`src/rtl/w_start_fifo_pkg.sv`:
```
// Shared constants and FIFO operation decoding for the SHA-256 miner entry stage.
package w_start_fifo_pkg;

  localparam int WORD_W_DEF    = 32;
  localparam int NWORDS_DEF    = 16;
  localparam int DEPTH_DEF     = 4;
  localparam int NONCE_IDX_DEF = 3;

  typedef enum logic [1:0] {
    OP_IDLE = 2'b00,
    OP_PUSH = 2'b01,
    OP_POP  = 2'b10,
    OP_BOTH = 2'b11
  } fifo_op_e;

  function automatic fifo_op_e fifo_op(input logic push, input logic pop);
    return fifo_op_e'({pop, push});
  endfunction

endpackage

```
`src/rtl/w_start_fifo_nonce_ctr.sv`:
```
// Nonce counter: load from init, increment on each accepted block, sticky wrap flag.
module w_start_fifo_nonce_ctr
  import w_start_fifo_pkg::*;
#(
  parameter int WORD_W = WORD_W_DEF
) (
  input  logic              clk,
  input  logic              reset,
  input  logic              load,
  input  logic [WORD_W-1:0] init,
  input  logic              inc,
  output logic [WORD_W-1:0] nonce_eff,
  output logic [WORD_W-1:0] nonce,
  output logic              wrapped
);

  logic [WORD_W-1:0] nonce_d, nonce_q;
  logic              wrapped_d, wrapped_q;

  always_comb begin
    nonce_eff = load ? init : nonce_q;
    nonce_d   = inc ? nonce_eff + WORD_W'(1) : nonce_eff;
    wrapped_d = wrapped_q;
    if (load) wrapped_d = 1'b0;
    // A wrap in the same cycle as a load must remain visible.
    if (inc && (&nonce_eff)) wrapped_d = 1'b1;
  end

  always_ff @(posedge clk or posedge reset) begin
    if (reset) begin
      nonce_q   <= '0;
      wrapped_q <= 1'b0;
    end else begin
      nonce_q   <= nonce_d;
      wrapped_q <= wrapped_d;
    end
  end

  assign nonce   = nonce_q;
  assign wrapped = wrapped_q;

endmodule

```
`src/rtl/w_start_fifo.sv`:
```
// Entry FIFO of the SHA-256 miner: buffers message blocks, patches the nonce word
// on push, and hands blocks downstream over a valid/ready handshake.
module w_start_fifo
  import w_start_fifo_pkg::*;
#(
  parameter int WORD_W    = WORD_W_DEF,
  parameter int NWORDS    = NWORDS_DEF,
  parameter int DEPTH     = DEPTH_DEF,
  parameter int NONCE_EN  = 1,
  parameter int NONCE_IDX = NONCE_IDX_DEF
) (
  input  logic                         clk,
  input  logic                         reset,
  input  logic                         en,
  output logic                         in_ready,
  input  logic [NWORDS*WORD_W-1:0]     W_in,
  input  logic                         nonce_load,
  input  logic [WORD_W-1:0]            nonce_init,
  output logic [NWORDS*WORD_W-1:0]     W,
  output logic                         en_next,
  input  logic                         ready_next,
  output logic [$clog2(DEPTH+1)-1:0]   count,
  output logic [WORD_W-1:0]            nonce,
  output logic                         nonce_wrapped
);

  localparam int BLK_W = NWORDS * WORD_W;
  localparam int PTR_W = $clog2(DEPTH);
  localparam int CNT_W = $clog2(DEPTH + 1);

  logic [BLK_W-1:0] storage_d [DEPTH];
  logic [BLK_W-1:0] storage_q [DEPTH];
  logic [PTR_W-1:0] wr_ptr_d, wr_ptr_q;
  logic [PTR_W-1:0] rd_ptr_d, rd_ptr_q;
  logic [CNT_W-1:0] count_d, count_q;
  logic             push, pop;
  logic [WORD_W-1:0] nonce_eff;
  logic [BLK_W-1:0]  blk_in;

  assign in_ready = (count_q != CNT_W'(DEPTH));
  assign en_next  = (count_q != '0);
  assign push     = en && in_ready;
  assign pop      = en_next && ready_next;
  assign W        = storage_q[rd_ptr_q];
  assign count    = count_q;

  if (NONCE_EN != 0) begin : g_nonce
    w_start_fifo_nonce_ctr #(.WORD_W(WORD_W)) u_nonce_ctr (
      .clk       (clk),
      .reset     (reset),
      .load      (nonce_load),
      .init      (nonce_init),
      .inc       (push),
      .nonce_eff (nonce_eff),
      .nonce     (nonce),
      .wrapped   (nonce_wrapped)
    );
  end else begin : g_no_nonce
    logic [WORD_W-1:0] plain_nonce_q;

    always_ff @(posedge clk or posedge reset) begin
      if (reset) plain_nonce_q <= '0;
      else if (nonce_load) plain_nonce_q <= nonce_init;
    end

    assign nonce_eff     = plain_nonce_q;
    assign nonce         = plain_nonce_q;
    assign nonce_wrapped = 1'b0;
  end

  always_comb begin
    blk_in = W_in;
    if (NONCE_EN != 0) blk_in[NONCE_IDX*WORD_W +: WORD_W] = nonce_eff;
  end

  always_comb begin
    storage_d = storage_q;
    wr_ptr_d  = wr_ptr_q;
    rd_ptr_d  = rd_ptr_q;
    count_d   = count_q;
    if (push) begin
      storage_d[wr_ptr_q] = blk_in;
      wr_ptr_d            = wr_ptr_q + PTR_W'(1);
    end
    if (pop) rd_ptr_d = rd_ptr_q + PTR_W'(1);
    case (fifo_op(push, pop))
      OP_PUSH: count_d = count_q + CNT_W'(1);
      OP_POP:  count_d = count_q - CNT_W'(1);
      default: count_d = count_q;
    endcase
  end

  always_ff @(posedge clk or posedge reset) begin
    if (reset) begin
      storage_q <= '{default: '0};
      wr_ptr_q  <= '0;
      rd_ptr_q  <= '0;
      count_q   <= '0;
    end else begin
      storage_q <= storage_d;
      wr_ptr_q  <= wr_ptr_d;
      rd_ptr_q  <= rd_ptr_d;
      count_q   <= count_d;
    end
  end

endmodule

```
`config.mk`:
```
export PLATFORM = sky130hd
export DESIGN_NAME = w_start_fifo
export DESIGN_NICKNAME = d
export VERILOG_FILES = /design/src/rtl/w_start_fifo_pkg.sv /design/src/rtl/w_start_fifo_nonce_ctr.sv /design/src/rtl/w_start_fifo.sv
export SDC_FILE = /design/constraint.sdc
export NUM_CORES = 2
export LEC_CHECK = 0
export CAP_MARGIN = 0
export CORE_AREA = 2 2 428 430
export DETAILED_ROUTE_END_ITERATION = 16
export DIE_AREA = 0 0 430 432
export PLACE_DENSITY = 0.72
export SETUP_SLACK_MARGIN = 0.4
export SYNTH_ARGS = -nofsm -noshare
export SYNTH_HDL_FRONTEND = slang
export SYNTH_SLANG_ARGS = --single-unit
```
`constraint.sdc`:
```
create_clock -name clk -period 105.9 [get_ports clk]
set_input_delay 31.77 -clock clk [delete_from_list [all_inputs] [get_ports clk]]
set_output_delay 31.77 -clock clk [all_outputs]
set_load 0.1 [all_outputs]
```
==> summary.md <==
| Metric | Value |
|---|---|
| Outcome | `complete, no violations` |
| Reg-to-Reg Start | `count[2]$_DFFE_PP0P_` |
| Most used routing layer | `met2` |
| FF-to-FF End | `storage_q[1683]$_DFFE_PP0P_` |
| Cell type with the highest aggregate area in the netlist | `sky130_fd_sc_hd__dfrtp_1` |
| Most common cell in the netlist | `sky130_fd_sc_hd__dfrtp_1` |
| Worst endpoint data arrival time | `6.93 ns` |
| Largest stage delay on the critical path | `1.07 ns` |
| Kind of cell adding the most delay to the critical path | `buffers and inverters` |
| Met2 Resource Use GR | `0.401` |
| Overflow left after global routing | `0` |
| Boundary Pins | `1,099` |
| Total routing usage reported by global routing | `0.254` |
| Count of placed standard cells in the final layout, fillers left out | `8,947` |
| Kind of start point of the critical path | `flop` |
| Final hold violation count | `0` |
| Clock slew seen by the registers of the worst setup and hold paths | `0.06 ns` |
| Clock tree from TritonCTS | `done` |
| Share of the yosys chip area belonging to registers | `0.582` |
| Share of the clock period used by the worst path after layout | `0.365` |
| Maximum clock frequency | `25.8 MHz` |
| Critical path cell sequence | `buf_4 -> buf_4 -> buf_4 -> buf_4 -> mux4_2 -> clkdlybuf4s50_1` |
| Hold-fix buffers, CTS | `0` |
| H-tree Lvls | `4` |
| Total Die Area | `186,000 um2` |
| Initial detailed-routing violation count | `2,794` |
| Maximum number of pins on one net before global-route repair | `194` |
| TritonCTS sink count | `2,088` |
| Setup slack of the most critical reg-to-reg path | `99.32 ns` |
| Capturing element of the worst setup path | `W[92]` |
| Sum of routed wire length over all layers | `237,000 um` |
| Worst setup skew after layout | `0.0347 ns` |
| Cell types with the highest counts after synthesis | `sky130_fd_sc_hd__dfrtp_1, sky130_fd_sc_hd__mux2_2, sky130_fd_sc_hd__mux4_2` |
| Nets | `6,893` |
| Flip-flop and latch count after synthesis | `2,088` |
| Count of yosys warnings during synthesis | `0` |
| Number of antenna violations at the first check in global routing | `94` |
| Via Count | `51,282` |
| Count of cell instances traversed by the critical path | `6` |
| Number of standard cells after synthesis | `5,339` |
| Avg Inst Size Synth | `16.8 um2` |
| Final setup violation count | `0` |
| Setup fix buffers added after clock tree synthesis | `0` |
| Final GP Congestion | `0.830` |
| Pre-CTS WS | `67.76 ns` |
| M3 GR Usage | `0.0728` |
| Initial standard-cell utilization of the core | `0.494` |
| Depth of the most critical reg-to-reg path | `10` |
| Die height | `432 um` |
| Global routing met1 resource utilization | `0.316` |
| DPL Wire Length | `157,000 um` |
| Launching instance or port of the critical path | `rd_ptr_q[1]$_DFFE_PP0N_` |
| Buffers from clock root to sink, at most | `3` |
| EDFF count, synth | `0` |
| Post-CTS sizing | `0` |
| Type of the worst min-delay path | `flop to flop` |
| Die Span X | `430 um` |
| Layout-stage area growth over the synthesis result | `22.1%` |
| Async S/R FF share, synth | `1.00` |
| Total DRC errors in the routed layout | `0` |
| Worst path required time | `74.13 ns` |
| Clock tree root buffer cell | `sky130_fd_sc_hd__clkbuf_16` |
| Final setup slack of the worst path | `67.20 ns` |
| Category of the worst setup path capture point | `primary output` |
| Number of global-route vias before repair | `54,586` |
| Largest cells by area after synthesis | `sky130_fd_sc_hd__dfrtp_1, sky130_fd_sc_hd__mux2_2, sky130_fd_sc_hd__mux4_2` |
| Setup TNS after final layout | `0 ns` |
| Kind of critical path | `flop to primary output` |
| Setup repair after global routing missed its margin | `false` |
| Router iterations before antenna repair | `5` |
| First-pass GRT wire length | `356,000 um` |
| Row Count | `157` |
| Master of the slowest instance on the critical path | `sky130_fd_sc_hd__clkdlybuf4s50_1` |
| Routed via count divided by cell count | `5.73` |
| Cells after DPL | `8,502` |
| Most frequent CP cell | `sky130_fd_sc_hd__buf_4` |
| WP buf/inv | `5` |
| Area inside the core boundary | `182,000 um2` |
| Tightest slew margin relative to the limit | `0.110` |
| DRT antenna net count | `0` |
| Buffers added on ports | `1,066` |
| Area share of the largest cell type after synthesis | `0.582` |
| Flip-flop cell with the highest count after synthesis | `sky130_fd_sc_hd__dfrtp_1` |
| Post-synth design cell area | `89,800 um2` |
| Period minus WS final | `38.70 ns` |
| Number of buffers inserted during clock tree synthesis | `218` |
| Fraction of layout cells with a size suffix above 1 | `0.444` |
| Net count of the mapped netlist | `5,895` |
| Cell variety after synth | `45` |
| Fin. max-slew vios | `0` |
| Per-cell routed wire length | `26.4 um` |
| Max Cap Viol | `0` |
| Slew of the pin with the lowest slew margin | `1.34 ns` |
| Top fanout value on the critical path | `43` |
| Clk_lat worst skew | `0.86 ns` |
## layout make-up
| cell class | instances | area, um2 |
|---|---|---|
| inverter | 11 | 48.8 |
| sequential | 2088 | 52300 |
| fill | 13558 | 72000 |
| tap | 2385 | 2980 |
| multi-input combinational | 2877 | 35700 |
| clock inverter | 55 | 706 |
| antenna | 49 | 123 |
| timing repair buffer | 1141 | 11300 |
| clock buffer | 341 | 6620 |
## worst min-delay path: stages (launching register included)
cell,delay [ns]
sky130_fd_sc_hd__dfrtp_1,0.33
sky130_fd_sc_hd__nand2_1,0.05
sky130_fd_sc_hd__o21ai_0,0.06
## metal layers
metal,vias to the layer above,part of all wire
met3,499,0.068
met5,-,0.0015
met4,58,0.055
met2,1209,0.49
li1,22000,-
met1,27516,0.39
## layout by cell type, fill, tap and decap left out, types with 5 or more instances in the layout
master,n
sky130_fd_sc_hd__nor3_1,7
sky130_fd_sc_hd__buf_4,99
sky130_fd_sc_hd__clkbuf_1,57
sky130_fd_sc_hd__clkbuf_16,222
sky130_fd_sc_hd__buf_12,8
sky130_fd_sc_hd__clkdlybuf4s50_1,1034
sky130_fd_sc_hd__nand2_1,146
sky130_fd_sc_hd__a21oi_1,8
sky130_fd_sc_hd__o21ai_0,134
sky130_fd_sc_hd__nor2_1,5
sky130_fd_sc_hd__nand4_1,5
sky130_fd_sc_hd__diode_2,49
sky130_fd_sc_hd__bufinv_16,11
sky130_fd_sc_hd__mux2_2,1920
sky130_fd_sc_hd__ha_1,6
sky130_fd_sc_hd__xnor2_1,23
sky130_fd_sc_hd__xor2_1,13
sky130_fd_sc_hd__dfrtp_1,2086
sky130_fd_sc_hd__nand3_1,16
sky130_fd_sc_hd__nand3b_1,6
sky130_fd_sc_hd__mux2i_1,30
sky130_fd_sc_hd__clkbuf_8,62
sky130_fd_sc_hd__inv_1,10
sky130_fd_sc_hd__mux4_2,512
sky130_fd_sc_hd__clkinv_2,25
## through the flow
step | instance area (um2) | hold slack, ns | utilization
2_1_floorplan | 89800 | 0.445 | -
6_report | 110000 | 0.475 | 0.604
4_1_cts | 110000 | 0.479 | 0.603
5_1_grt | 110000 | 0.499 | 0.604
3_3_place_gp | 102000 | 0.457 | 0.563
3_5_place_dp | 102000 | 0.466 | 0.563
## worst min-delay path by stage
stage,from,to,cells past startpoint
2_1_floorplan,storage_q[1120]$_DFFE_PP0P_,storage_q[1120]$_DFFE_PP0P_,2
3_3_place_gp,storage_q[633]$_DFFE_PP0P_,storage_q[633]$_DFFE_PP0P_,2
3_5_place_dp,storage_q[1148]$_DFFE_PP0P_,storage_q[1148]$_DFFE_PP0P_,2
4_1_cts,storage_q[1136]$_DFFE_PP0P_,storage_q[1136]$_DFFE_PP0P_,2
5_1_grt,storage_q[1151]$_DFFE_PP0P_,storage_q[1151]$_DFFE_PP0P_,2
6_report,storage_q[111]$_DFFE_PP0P_,storage_q[111]$_DFFE_PP0P_,2
## cells by family (layout without fill, tap and decap cells)
group | Yosys count | in the layout | synth area share
multiplexers | 2462 | 2462 | 0.372
adder cells (fa/ha/maj) | 7 | 7 | 0.00106
flip-flops | 2088 | 2088 | 0.582
XOR/XNOR | 36 | 36 | 0.00351
AO/OA/AOI/OAI | 156 | 156 | 0.00951
AND/OR/NAND/NOR | 216 | 216 | 0.0108
buffers and inverters | 374 | 1548 | 0.0213
other | 0 | 49 | 0
## flip-flops by register name, indices dropped and copies added, names as in the netlist
name	flops
storage_q	2048
g_nonce.u_nonce_ctr.nonce	32
g_nonce.u_nonce_ctr.wrapped	1
count	3
rd_ptr_q	2
wr_ptr_q	2
Power is not shown: default switching activity piles up to over one toggle a cycle in this logic, so the estimate is an artifact.
